==> src/rtl/aes_cmd_initiator_if.sv <==
// rtl/aes_cmd_initiator_if.sv - host descriptor handshake and AES MMIO command bus
`timescale 1ns/1ps
interface aes_cmd_initiator_if;
  logic         req_valid;
  logic         req_ready;
  logic [15:0]  req_addr;
  logic [15:0]  req_len;
  logic [127:0] req_ctr;
  logic [127:0] req_key;
  logic         busy;
  logic         done;
  logic         err;
  logic [1:0]   cmd;
  logic [15:0]  cmdaddr;
  logic [7:0]   cmddata;
  logic [7:0]   outdata;

  modport master (
    input  req_valid, req_addr, req_len, req_ctr, req_key, outdata,
    output req_ready, busy, done, err, cmd, cmdaddr, cmddata
  );

  modport slave (
    output req_valid, req_addr, req_len, req_ctr, req_key, outdata,
    input  req_ready, busy, done, err, cmd, cmdaddr, cmddata
  );
endinterface

==> src/rtl/aes_cmd_initiator.sv <==
// rtl/aes_cmd_initiator.sv - programs one AES job over the MMIO command port and polls for idle
`timescale 1ns/1ps
module aes_cmd_initiator #(
  parameter logic [15:0] REG_BASE    = 16'hff00,
  parameter logic [15:0] POLL_MAX    = 16'd1024,
  parameter logic [7:0]  STATUS_IDLE = 8'h00,
  parameter logic [7:0]  START_VAL   = 8'h01
) (
  input  logic                       clk,
  input  logic                       rst,
  aes_cmd_initiator_if.master        bus
);

  typedef enum logic [3:0] {
    S_IDLE, S_WR_ADDR, S_WR_LEN, S_WR_CTR, S_WR_KEY, S_WR_START,
    S_POLL_RD, S_POLL_WAIT, S_DONE
  } state_t;

  state_t        r_state;
  logic [5:0]    r_idx;
  logic [15:0]   r_polls;
  logic [15:0]   r_addr;
  logic [15:0]   r_len;
  logic [127:0]  r_ctr;
  logic [127:0]  r_key;
  logic [1:0]    r_cmd;
  logic [15:0]   r_cmdaddr;
  logic [7:0]    r_cmddata;
  logic          r_done;
  logic          r_err;
  logic          r_busy;
  logic          r_ready;

  // Write k of the 37-byte program sequence: {register address, data byte}.
  function automatic logic [23:0] wr_cmd(input logic [5:0] k, input logic [15:0] a,
                                         input logic [15:0] l, input logic [127:0] c,
                                         input logic [127:0] y);
    logic [5:0]  o;
    logic [23:0] f;
    o = 6'd0;
    f = {REG_BASE, START_VAL};
    if (k < 6'd2) begin
      o = k;
      f = {REG_BASE + 16'h0002 + {10'd0, o}, a[{o[0], 3'b000} +: 8]};
    end else if (k < 6'd4) begin
      o = k - 6'd2;
      f = {REG_BASE + 16'h0004 + {10'd0, o}, l[{o[0], 3'b000} +: 8]};
    end else if (k < 6'd20) begin
      o = k - 6'd4;
      f = {REG_BASE + 16'h0010 + {10'd0, o}, c[{o[3:0], 3'b000} +: 8]};
    end else if (k < 6'd36) begin
      o = k - 6'd20;
      f = {REG_BASE + 16'h0020 + {10'd0, o}, y[{o[3:0], 3'b000} +: 8]};
    end
    return f;
  endfunction

  function automatic state_t st_of(input logic [5:0] k);
    if (k < 6'd2)       return S_WR_ADDR;
    else if (k < 6'd4)  return S_WR_LEN;
    else if (k < 6'd20) return S_WR_CTR;
    else if (k < 6'd36) return S_WR_KEY;
    else                return S_WR_START;
  endfunction

  always_ff @(posedge clk or negedge rst) begin
    if (!rst) begin
      r_state   <= S_IDLE;
      r_idx     <= 6'd0;
      r_polls   <= 16'd0;
      r_addr    <= 16'd0;
      r_len     <= 16'd0;
      r_ctr     <= 128'd0;
      r_key     <= 128'd0;
      r_cmd     <= 2'b00;
      r_cmdaddr <= 16'd0;
      r_cmddata <= 8'd0;
      r_done    <= 1'b0;
      r_err     <= 1'b0;
      r_busy    <= 1'b0;
      r_ready   <= 1'b1;
    end else begin
      case (r_state)
        S_IDLE: begin
          if (bus.req_valid) begin
            r_addr  <= bus.req_addr;
            r_len   <= bus.req_len;
            r_ctr   <= bus.req_ctr;
            r_key   <= bus.req_key;
            r_ready <= 1'b0;
            r_busy  <= 1'b1;
            r_polls <= 16'd0;
            if (bus.req_len == 16'd0) begin
              r_state <= S_DONE;
              r_done  <= 1'b1;
              r_err   <= 1'b0;
            end else begin
              // Outputs are registered, so the first write is launched on the accept edge.
              r_state <= S_WR_ADDR;
              r_cmd   <= 2'b10;
              {r_cmdaddr, r_cmddata} <= wr_cmd(6'd0, bus.req_addr, bus.req_len,
                                               bus.req_ctr, bus.req_key);
              r_idx   <= 6'd1;
            end
          end
        end
        S_WR_ADDR, S_WR_LEN, S_WR_CTR, S_WR_KEY, S_WR_START: begin
          if (r_idx == 6'd37) begin
            r_state   <= S_POLL_RD;
            r_cmd     <= 2'b01;
            r_cmdaddr <= REG_BASE + 16'h0001;
            r_cmddata <= 8'd0;
          end else begin
            r_state <= st_of(r_idx);
            {r_cmdaddr, r_cmddata} <= wr_cmd(r_idx, r_addr, r_len, r_ctr, r_key);
            r_idx   <= r_idx + 6'd1;
          end
        end
        S_POLL_RD: begin
          r_state <= S_POLL_WAIT;
          r_cmd   <= 2'b00;
          if (r_polls != POLL_MAX) r_polls <= r_polls + 16'd1;
        end
        S_POLL_WAIT: begin
          if (bus.outdata == STATUS_IDLE) begin
            r_state <= S_DONE;
            r_done  <= 1'b1;
            r_err   <= 1'b0;
          end else if (r_polls == POLL_MAX) begin
            r_state <= S_DONE;
            r_done  <= 1'b1;
            r_err   <= 1'b1;
          end else begin
            r_state <= S_POLL_RD;
            r_cmd   <= 2'b01;
          end
        end
        S_DONE: begin
          r_state <= S_IDLE;
          r_done  <= 1'b0;
          r_err   <= 1'b0;
          r_busy  <= 1'b0;
          r_ready <= 1'b1;
          r_idx   <= 6'd0;
        end
        default: r_state <= S_IDLE;
      endcase
    end
  end

  assign bus.req_ready = r_ready;
  assign bus.busy      = r_busy;
  assign bus.done      = r_done;
  assign bus.err       = r_err;
  assign bus.cmd       = r_cmd;
  assign bus.cmdaddr   = r_cmdaddr;
  assign bus.cmddata   = r_cmddata;

endmodule

==> src/flat_wrapper.sv <==
// flat-port wrapper written by rule: the top's interface ports become plain ports
module aes_cmd_initiator_flat 
#(
  parameter logic [15:0] REG_BASE    = 16'hff00,
  parameter logic [15:0] POLL_MAX    = 16'd1024,
  parameter logic [7:0]  STATUS_IDLE = 8'h00,
  parameter logic [7:0]  START_VAL   = 8'h01
)
  (clk, rst, bus_req_valid, bus_req_addr, bus_req_len, bus_req_ctr, bus_req_key, bus_outdata, bus_req_ready, bus_busy, bus_done, bus_err, bus_cmd, bus_cmdaddr, bus_cmddata);
  aes_cmd_initiator_if bus_i ();
  input  logic clk;
  input  logic rst;
  input wire logic [$bits(bus_i.req_valid)-1:0] bus_req_valid;
  input wire logic [$bits(bus_i.req_addr)-1:0] bus_req_addr;
  input wire logic [$bits(bus_i.req_len)-1:0] bus_req_len;
  input wire logic [$bits(bus_i.req_ctr)-1:0] bus_req_ctr;
  input wire logic [$bits(bus_i.req_key)-1:0] bus_req_key;
  input wire logic [$bits(bus_i.outdata)-1:0] bus_outdata;
  output wire logic [$bits(bus_i.req_ready)-1:0] bus_req_ready;
  output wire logic [$bits(bus_i.busy)-1:0] bus_busy;
  output wire logic [$bits(bus_i.done)-1:0] bus_done;
  output wire logic [$bits(bus_i.err)-1:0] bus_err;
  output wire logic [$bits(bus_i.cmd)-1:0] bus_cmd;
  output wire logic [$bits(bus_i.cmdaddr)-1:0] bus_cmdaddr;
  output wire logic [$bits(bus_i.cmddata)-1:0] bus_cmddata;
  assign bus_i.req_valid = bus_req_valid;
  assign bus_i.req_addr = bus_req_addr;
  assign bus_i.req_len = bus_req_len;
  assign bus_i.req_ctr = bus_req_ctr;
  assign bus_i.req_key = bus_req_key;
  assign bus_i.outdata = bus_outdata;
  assign bus_req_ready = bus_i.req_ready;
  assign bus_busy = bus_i.busy;
  assign bus_done = bus_i.done;
  assign bus_err = bus_i.err;
  assign bus_cmd = bus_i.cmd;
  assign bus_cmdaddr = bus_i.cmdaddr;
  assign bus_cmddata = bus_i.cmddata;
  aes_cmd_initiator #(.REG_BASE(REG_BASE), .POLL_MAX(POLL_MAX), .STATUS_IDLE(STATUS_IDLE), .START_VAL(START_VAL)) u_core (.clk(clk), .rst(rst), .bus(bus_i));
endmodule
==> config.mk <==
export PLATFORM = sky130hd
export DESIGN_NAME = aes_cmd_initiator_flat
export DESIGN_NICKNAME = d
export VERILOG_FILES = /design/src/rtl/aes_cmd_initiator_if.sv /design/src/rtl/aes_cmd_initiator.sv /design/src/flat_wrapper.sv
export SDC_FILE = /design/constraint.sdc
export NUM_CORES = 1
export LEC_CHECK = 0
export CAP_MARGIN = 20
export CORE_ASPECT_RATIO = 0.75
export CORE_MARGIN = 1
export CORE_UTILIZATION = 47
export DETAILED_ROUTE_END_ITERATION = 16
export PLACE_DENSITY_LB_ADDON = 0.1
export SYNTH_ARGS = -nofsm -noshare
export SYNTH_HDL_FRONTEND = slang
export SYNTH_SLANG_ARGS = --single-unit
export TNS_END_PERCENT = 20
==> constraint.sdc <==
create_clock -name clk -period 2.3 [get_ports clk]
set_input_delay 0.23 -clock clk [delete_from_list [all_inputs] [get_ports clk]]
set_output_delay 0.23 -clock clk [all_outputs]
set_load 0.02 [all_outputs]
# == Yosys cells after proc, flatten, opt, wreduce, memory -nomap -nowiden ==
# Index checks and enable logic that the tools add are counted.
# Widths: inputs -> output; s select.
# op_classes
addsub,9
n_mul,0
div_mod_pow,0
magnitude_cmp,4
n_eq_ne,20
n_shift,4
mux,48
n_bitwise,0
reduce_logical,17
# op_table
operator,count
$shiftx 128x8->8,2
$mux 24,4
$mux 16,5
$pmux 16 s2,2
$add 9x7->10 const A,4
$mux 4,8
$shiftx 16x5->8,2
$mux 8,3
$mux 6,3
$pmux 6 s3,1
$add 16x1->16 const B,1
$eq 16x11->1 const B,1
$eq 4x3->1 const B,4
$logic_not 16->1,1
$ne 16x11->1 const B,1
$pmux 4 s4,1
$pmux 8 s2,1
$mux 1,10
$mux 2,5
$ne 2x2->1 const B,5
$eq 4x2->1 const B,2
$logic_not 8->1,1
$pmux 2 s4,1
$reduce_and 4->1,2
other kinds (23),32
# word_totals
register_bits,344
latchBits,0
ramBits,0
mem_bits_ro,0
out_inout_bits,30
word_cells,116
n_memories,0

# == Logic depth before layout (Yosys ltp) ==
# Gate-level depths: netlist of run 1.
# logic_depth
word_depth,8
depth_mapped,11
depth_no_buf,8

# == Least setup slack after synthesis of run 1 ==
# OpenSTA, ideal clock, no wires.
# synth_path
kind,register to register
start,register u_core.r_idx[3]
end,"register u_core.r_cmddata[1], in the netlist u_core.bus.cmddata[1]"
setup_ns,0.087
arrival_ns,2.466
setup_slack_ns,-0.252
stages_incl_launch_ff,11
n_path_buf,3
period_less_slack_ns,2.552
path_cell_list,dfrtp_1 -> clkbuf_1 -> inv_1 -> ha_1 -> clkbuf_1 -> or3b_2 -> clkbuf_1 -> a211oi_1 -> a32oi_1 -> a21o_1 -> o211ai_1
# synth_between
elab_chain_len,8
elab_cells_between_ends,15
# synth_lines
item,line,rtl
start: declaration,aes_cmd_initiator.sv:20,logic [5:0] r_idx;
start signal: assignment,aes_cmd_initiator.sv:116,r_idx <= r_idx + 6'd1;
$sub 6x5->6,aes_cmd_initiator.sv:52,o = k - 6'd20;
$shiftx 128x8->8,aes_cmd_initiator.sv:53,"f = {REG_BASE + 16'h0020 + {10'd0, o}, y[{o[3:0], 3'b000} +: 8]};"
$mux 24,aes_cmd_initiator.sv:51,end else if (k < 6'd36) begin
$mux 24,aes_cmd_initiator.sv:48,end else if (k < 6'd20) begin
$mux 24,aes_cmd_initiator.sv:45,end else if (k < 6'd4) begin
$mux 24,aes_cmd_initiator.sv:42,if (k < 6'd2) begin
$mux 8 (*),aes_cmd_initiator.sv:108,if (r_idx == 6'd37) begin
$pmux 8 s2 (*),aes_cmd_initiator.sv:83,case (r_state)
end signal: assignment,aes_cmd_initiator.sv:101,"{r_cmdaddr, r_cmddata} <= wr_cmd(6'd0, bus.req_addr, bus.req_len,"
end signal: assignment,aes_cmd_initiator.sv:115,"{r_cmdaddr, r_cmddata} <= wr_cmd(r_idx, r_addr, r_len, r_ctr, r_key);"
end: declaration,aes_cmd_initiator.sv:28,logic [7:0] r_cmddata;
# Every way passes the cells marked *; elsewhere a longest branch is shown, timed or not.
# A chain may end at the register's enable or synchronous reset.

# == Final worst setup path of run 1 ==
# layout_path
start,register u_core.r_idx[0]
end,"register u_core.r_cmddata[0], in the netlist u_core.bus.cmddata[0]"
# Same word-level chain as after synthesis.

==> impl_metrics.py, run 1 <==
metrics = {
    "synthesis": {
        "ys_top_cells_by_area": "dfrtp_1 (52%), nand2_1 (21%), mux4_2 (8.6%)",
        "synth_top_family_by_area": "simple AND/OR/NAND/NOR gates",
        "synth_cells": 1721,
        "synth-seq-cells": 336,
        "synth_cell_types": 64,
        "synth_simple_gate_area_share_pct": 25.04,
        "synthesis.nets": 2032,
        "yosysTopAreaCell": "dfrtp_1",
        "syn_avg_cell_area_sq_um": 9.289,
        "synthMuxAreaShare_pct": 11.36,
        "yosysWarnings": 0,
        "synth_compound_area_share_pct": 5.619,
        "synth_xor_area_share_pct": 0.8766,
        "async_reset_ff_share_pct": 100.0,
        "syn_area_sq_um": 15990,
        "netlist.area_leader.share_pct": 52.44,
        "synth-main-ff-cell": "dfrtp_1",
        "synth_edf_count": 0,
        "synth-seq-area-share_pct": 52.60,
        "synth_adder_area_share_pct": 0.9392,
    },
    "worst_setup_path": {
        "reg2reg_slack_ps": 30,
        "crit_type": "reg -> reg",
        "crit_chain": "buf_12 > buf_4 > mux4_2 > o22ai_1 > o311ai_0 > nand4b_1 > o211ai_1",
        "reg2reg_from": "u_core.r_idx[0]",
        "setup.worst_path.start_class": "flop",
        "cp.arrival_ps": 2660,
        "crit_fanout": 5,
        "worstReg2RegEnd": "u_core.bus.cmddata[0]",
        "rr_worst_depth": 7,
        "cp-end-kind": "flop",
        "startpoint": "u_core.r_idx[0]",
        "critPathCapture": "u_core.bus.cmddata[0]",
        "cp_slowest_stage_delay_ps": 490,
        "critPathRequiredTime_ps": 2690,
        "cpMaxStageDelayCell": "dfrtp_4",
    },
    "drt": {
        "remaining_drc_errors": 0,
        "initialDrtViolationCount": 1343,
        "dr.pass1.iters": 7,
        "drtAntennaViolNets": 0,
        "wire_per_inst_um": 18.70,
        "routed_wirelength_mm": 47.31,
        "vias": 13410,
        "routed_via_density": 5.300,
    },
    "global_route": {
        "grt_use_met1_pct": 40.90,
        "grt_use_met3_pct": 5.936,
        "grt_pass1_wl_mm": 74.04,
        "overflow": 0,
        "grt_max_degree": 141,
        "grt_pass1_vias": 13340,
        "grt_usage_pct": 27.47,
        "gr-max-usage-layer": "met1",
        "grtUsageMet2_pct": 40.51,
        "antenna_found_initial": 4,
    },
    "power_and_ir_drop": {
        "p_int_w": 0.01709,
        "power_density_nw_per_um2": 1284,
        "leakage_nw": 10.25,
        "switchingPower_w": 0.01029,
        "power_frac_clock_pct": 19.3,
        "p_comb_share_pct": 44.2,
        "share_seq_of_total_power_pct": 36.5,
        "ir_drop_mv": 0.5646,
        "swShare_pct": 37.57,
    },
    "floorplanning": {
        "die-area_sq_um": 34760,
        "fp.dieH_um": 161.7,
        "coreArea_sq_um": 33530,
        "initial_utilization_pct": 47.68,
        "rows": 58,
        "die_x_um": 215.0,
        "ioPinCount": 329,
    },
    "clock_network": {
        "htreeDepth": 2,
        "cts_sinks": 336,
        "cts_tree": "done",
        "cts_root_buf": "clkbuf_16",
        "path_clk_slew_ps": 60,
        "numCtsBuffers": 34,
        "clk-insertion-delay-late_ps": 540,
        "cts_buffer_depth": 3,
    },
    "place": {
        "place_hpwl_mm": 34.64,
        "io_buffers": 327,
        "gp_congestion": 0.9212,
    },
    "finish": {
        "multi_input_area_sq_um": 7091,
        "fillCellCount": 2832,
        "fin_util_pct": 63.61,
        "area_growth_pct": 33.40,
        "regArea_sq_um": 8418,
        "drive_gt1_share_pct": 10.74,
        "fin_nets": 2365,
    },
    "timing": {
        "setup_viol": 0,
        "drv_slew": 0,
        "finalCriticalPeriod_ps": 2274,
        "tns_ps": 0,
        "max_freq_mhz": 439.8,
        "slew_headroom_pct": 57.48,
        "hold_violations": 0,
        "worst_clock_skew_ps": 23.28,
        "fin_crit_sh_pct": 98.86,
        "worst_pin_slew_ps": 637.8,
    },
    "min_path": {
        "hold_class": "in -> reg",
    },
    "flow_run": {
        "maxCapViolCount": 0,
    },
    "status": {
        "status": "finished, final reports clean",
    },
}
[synthesized netlist by cell type, types with 10 or more instances]
cell / number
nor2_1: 25
mux4_2: 61
a21oi_1: 21
ha_1: 12
inv_1: 10
mux2_2: 10
o21ai_0: 27
mux4_1: 11
o211ai_1: 13
buf_2: 33
dfrtp_1: 335
clkbuf_1: 66
nand3_1: 11
nand2_1: 912
a22oi_1: 21
[power by group through the flow]
stage | clock [W] | combinational [W] | sequential [W]
floorplan | 0 | 0.00765 | 0.00959
CTS | 0.00538 | 0.0118 | 0.00999
finish | 0.00529 | 0.0121 | 0.00999
global route | 0.00559 | 0.0133 | 0.0103
global placement | 0 | 0.0115 | 0.0100
detailed placement | 0 | 0.0117 | 0.0101
[how the worst min path moves through the flow]
stage	depth (start not counted)	to	start	slack, ps
after floorplan	0	u_core.bus.busy	rst	-70
after global routing	3	u_core.r_ctr[29]	bus_req_ctr[29]	230
after detailed placement	1	u_core.r_polls[11]	rst	240
after CTS	3	u_core.r_ctr[49]	bus_req_ctr[49]	210
final	3	u_core.r_ctr[49]	bus_req_ctr[49]	220
after global placement	1	u_core.r_polls[11]	rst	250
[metrics by stage]
stage / instance area [sq um] / power [W] / hold WS [ps] / setup WS, ps / cells
2_1_floorplan: 16010 / 0.01724 / -65.59 / -9.123 / 1721
3_3_place_gp: 20160 / 0.02149 / 246.1 / -61.33 / 2464
3_5_place_dp: 20160 / 0.02178 / 244.8 / -97.67 / 2464
4_1_cts: 21220 / 0.02721 / 207.2 / 26.88 / 2523
5_1_grt: 21320 / 0.02914 / 231.8 / -9.306 / 2529
6_report: 21330 / 0.02738 / 221.8 / 26.16 / 2530
[metal layers]
metal | vias to the layer above | routed length, um
met3 | 66 | 3281
met2 | 452 | 20890
li1 | 6357 | -
met4 | 0 | 1091
met5 | - | 0
met1 | 6533 | 22050
[critical path: cells and delay by family, from the launching register on]
kind                   cells  cell delay [ps]
multiplexers               1              440
buffers and inverters      2              310
flip-flops                 1              490
AND/OR/NAND/NOR            1              250
AO/OA/AOI/OAI              3              640
[cells by family after synthesis]
family | after synthesis
compound gates | 133
xor+xnor | 16
fa+ha+maj | 12
buf+inv | 126
flops | 336
mux | 86
other cells | 1
simple gates | 1011
[final cells by class]
class / count / share of cell area (%)
timing repair buffer: 411 / 19.50
tap: 450 / 2.640
sequential: 336 / 39.47
clock buffer: 53 / 4.653
multi-input combinational: 1259 / 33.25
antenna: 4 / 0.04694
clock inverter: 5 / 0.2054
inverter: 12 / 0.2347
[cell usage in the layout, fill, tap and decap left out, types with 10 or more instances in the layout]
master,instances
nand2_1,911
dfrtp_1,332
clkdlybuf4s50_1,326
mux4_2,61
buf_4,60
clkbuf_16,34
o21ai_0,25
nor2_1,24
a21oi_1,20
a22oi_1,17
buf_12,16
o211ai_1,13
clkbuf_1,12
nand3_1,11
mux4_1,11
ha_1,11
inv_1,10
mux2_2,10
[what timing repair did]
| action | 4_1_cts | 5_1_grt |
|---|---|---|
| gates resized for setup | 4 | 16 |
| gates cloned | 0 | 0 |
| hold buffers | 1 | 0 |
| pin swaps | 0 | 2 |
| setup buffers | 0 | 3 |
| endpoints found under the hold margin | 61 | 0 |
| endpoints found under the setup margin | 5 | 13 |
[registers in the layout (all words and copies together), names as in the netlist]
| register | count |
|---|---|
| u_core.bus.err | 1 |
| u_core.bus.cmddata | 8 |
| u_core.bus.req_ready | 1 |
| u_core.bus.busy | 1 |
| u_core.bus.cmd | 2 |
| u_core.r_polls | 16 |
| u_core.r_idx | 6 |
| u_core.r_key | 128 |
| u_core.r_addr | 16 |
| u_core.r_len | 16 |
| u_core.r_state | 4 |
| u_core.r_ctr | 128 |
| u_core.bus.cmdaddr | 8 |
| u_core.bus.done | 1 |
Note: power is estimated with default switching activity, not from simulation.
==> run 2, diff against run 1 <==
--- a/config.mk
+++ b/config.mk
@@ -11,7 +11,8 @@
 export CORE_UTILIZATION = 47
 export DETAILED_ROUTE_END_ITERATION = 16
 export PLACE_DENSITY_LB_ADDON = 0.1
+export SKIP_LAST_GASP = 1
 export SYNTH_ARGS = -nofsm -noshare
 export SYNTH_HDL_FRONTEND = slang
 export SYNTH_SLANG_ARGS = --single-unit
-export TNS_END_PERCENT = 20
+export TNS_END_PERCENT = 1
==> impl_metrics.py, run 2 (same netlist as run 1, synthesis figures left out) <==
metrics = {
    "clock_network": {
        "numCtsBuffers": 34,
        "cts_buffer_depth": 3,
        "cts_tree": "done",
        "cts_sinks": 336,
        "htreeDepth": 2,
        "cts_root_buf": "clkbuf_16",
        "path_clk_slew_ps": 60,
        "clk-insertion-delay-late_ps": 540,
    },
    "worst_setup_path": {
        "path_delay_family": "flip-flops",
        "reg2reg_slack_ps": -20,
        "critPathCapture": "u_core.bus.cmddata[6]",
        "worstReg2RegEnd": "u_core.bus.cmddata[6]",
        "crit_fanout": 28,
        "crit_type": "reg -> reg",
        "setup.worst_path.start_class": "flop",
        "crit_cells": 5,
        "critPathRequiredTime_ps": 2700,
        "cp.buffers_inverters": 1,
        "reg2reg_from": "u_core.r_idx[1]",
        "rr_worst_depth": 5,
        "cp_slowest_stage_delay_ps": 520,
        "cpMaxStageDelayCell": "dfrtp_4",
        "cp.arrival_ps": 2720,
        "startpoint": "u_core.r_idx[1]",
        "crit_chain": "buf_4 > mux4_2 > o21ai_0 > a31oi_1 > or3_1",
        "cp-end-kind": "flop",
    },
    "power_and_ir_drop": {
        "power_density_nw_per_um2": 1277,
        "share_seq_of_total_power_pct": 36.9,
        "ir_drop_mv": 0.5335,
        "leakage_nw": 10.22,
        "power_frac_clock_pct": 19.5,
        "switchingPower_w": 0.01017,
        "swShare_pct": 37.51,
        "p_int_w": 0.01694,
        "p_comb_share_pct": 43.5,
    },
    "drt": {
        "remaining_drc_errors": 0,
        "initialDrtViolationCount": 1342,
        "dr.pass1.iters": 5,
        "wire_per_inst_um": 18.61,
        "drtAntennaViolNets": 0,
        "vias": 13400,
        "routed_wirelength_mm": 47.02,
        "routed_via_density": 5.304,
    },
    "finish": {
        "drive_gt1_share_pct": 10.32,
        "layout_commonest_cell": "nand2_1",
        "area_growth_pct": 32.82,
        "top_regs": "u_core.r_ctr: 128 flops, u_core.r_key: 128 flops",
        "mostFrequentLayoutCells": "nand2_1 (911), dfrtp_1 (332), clkdlybuf4s50_1 (326), buf_4 (63), mux4_2 (61)",
        "fin_cells": 2527,
        "fin_nets": 2362,
        "fillCellCount": 2845,
    },
    "timing": {
        "setup_viol": 1,
        "worst_pin_slew_ps": 634.9,
        "slew_headroom_pct": 57.67,
        "finalCriticalPeriod_ps": 2321,
        "rsz0062_at_grt": "true",
        "drv_slew": 0,
        "max_freq_mhz": 430.9,
        "fin_crit_sh_pct": 100.9,
        "worst_clock_skew_ps": 24.12,
        "hold_violations": 0,
        "worst_slack_ps": -20.61,
    },
    "global_route": {
        "grt_usage_pct": 27.47,
        "antenna_found_initial": 4,
        "grt_max_degree": 141,
        "grt_pass1_vias": 13340,
        "overflow": 0,
        "grt_pass1_wl_mm": 74.04,
    },
    "floorplanning": {
        "coreArea_sq_um": 33530,
        "die-area_sq_um": 34760,
        "ioPinCount": 329,
        "fp.dieH_um": 161.7,
        "initial_utilization_pct": 47.68,
        "die_x_um": 215.0,
        "rows": 58,
    },
    "status": {
        "status": "finished, violations left",
        "violations": "setup timing",
    },
    "min_path": {
        "hp-start": "bus_req_ctr[49]",
        "hold_class": "in -> reg",
    },
    "place": {
        "pre_cts_slack_ps": -97.67,
        "place_hpwl_mm": 34.64,
        "gp_congestion": 0.9212,
        "io_buffers": 327,
        "dp_cells": 2464,
    },
    "flow_run": {
        "maxCapViolCount": 0,
    },
}
run 2: layout make-up:
cell class | instances | area, sq um | area share, %
inverters | 12 | 50.05 | 0.2357
clock buffers | 53 | 992.2 | 4.673
clock inverters | 5 | 43.79 | 0.2062
diodes | 4 | 10.01 | 0.04714
flip-flops and latches | 336 | 8418 | 39.65
repair buffers | 408 | 4093 | 19.28
well taps | 450 | 563.0 | 2.652
multi-input cells | 1259 | 7063 | 33.26
run 2: worst min path at each step:
| stage | end | slack, ps | cells after the start |
|---|---|---|---|
| 2_1_floorplan | u_core.bus.busy | -70 | 0 |
| 3_3_place_gp | u_core.r_polls[11] | 250 | 1 |
| 3_5_place_dp | u_core.r_polls[11] | 240 | 1 |
| 4_1_cts | u_core.r_ctr[49] | 210 | 3 |
| 5_1_grt | u_core.r_ctr[29] | 230 | 3 |
| 6_report | u_core.r_ctr[49] | 220 | 3 |
run 2: worst min-delay path, stage by stage:
cell and delay [ps]:
clkdlybuf4s50_1 390, nand2_1 50, nand2_1 40
run 2: timing repair:
| action | 4_1_cts | 5_1_grt |
|---|---|---|
| hold buffers | 1 | 0 |
| endpoints found under the setup margin | 5 | 13 |
| resized for setup | 2 | 2 |
| buffers inserted | 0 | 0 |
| endpoints found under the hold margin | 61 | 0 |
run 2: power by group through the flow:
stage | clock, W | sequential (W) | combinational [W]
after floorplan | 0 | 0.00959 | 0.00765
after global placement | 0 | 0.0100 | 0.0115
after detailed placement | 0 | 0.0101 | 0.0117
after CTS | 0.00538 | 0.00999 | 0.0118
after global routing | 0.00559 | 0.0103 | 0.0130
final | 0.00529 | 0.0100 | 0.0118
run 2: stage by stage:
step	setup TNS [ps]	util [%]	hold slack [ps]	power, W	cell area [sq um]
2_1_floorplan	-9.820	-	-65.59	0.01724	16010
6_report	-20.61	63.33	220.3	0.02711	21230
4_1_cts	-15.15	63.27	207.2	0.02719	21210
5_1_grt	-818.3	63.32	231.8	0.02892	21230
3_5_place_dp	-456.6	60.12	244.8	0.02178	20160
3_3_place_gp	-241.9	60.12	246.1	0.02149	20160
run 2: layer usage:
metal	part of all wire [%]	global-route usage (%)
met1	47	40.90
met2	44	40.51
met3	6.7	5.936
met4	2.2	8.084
met5	0	0
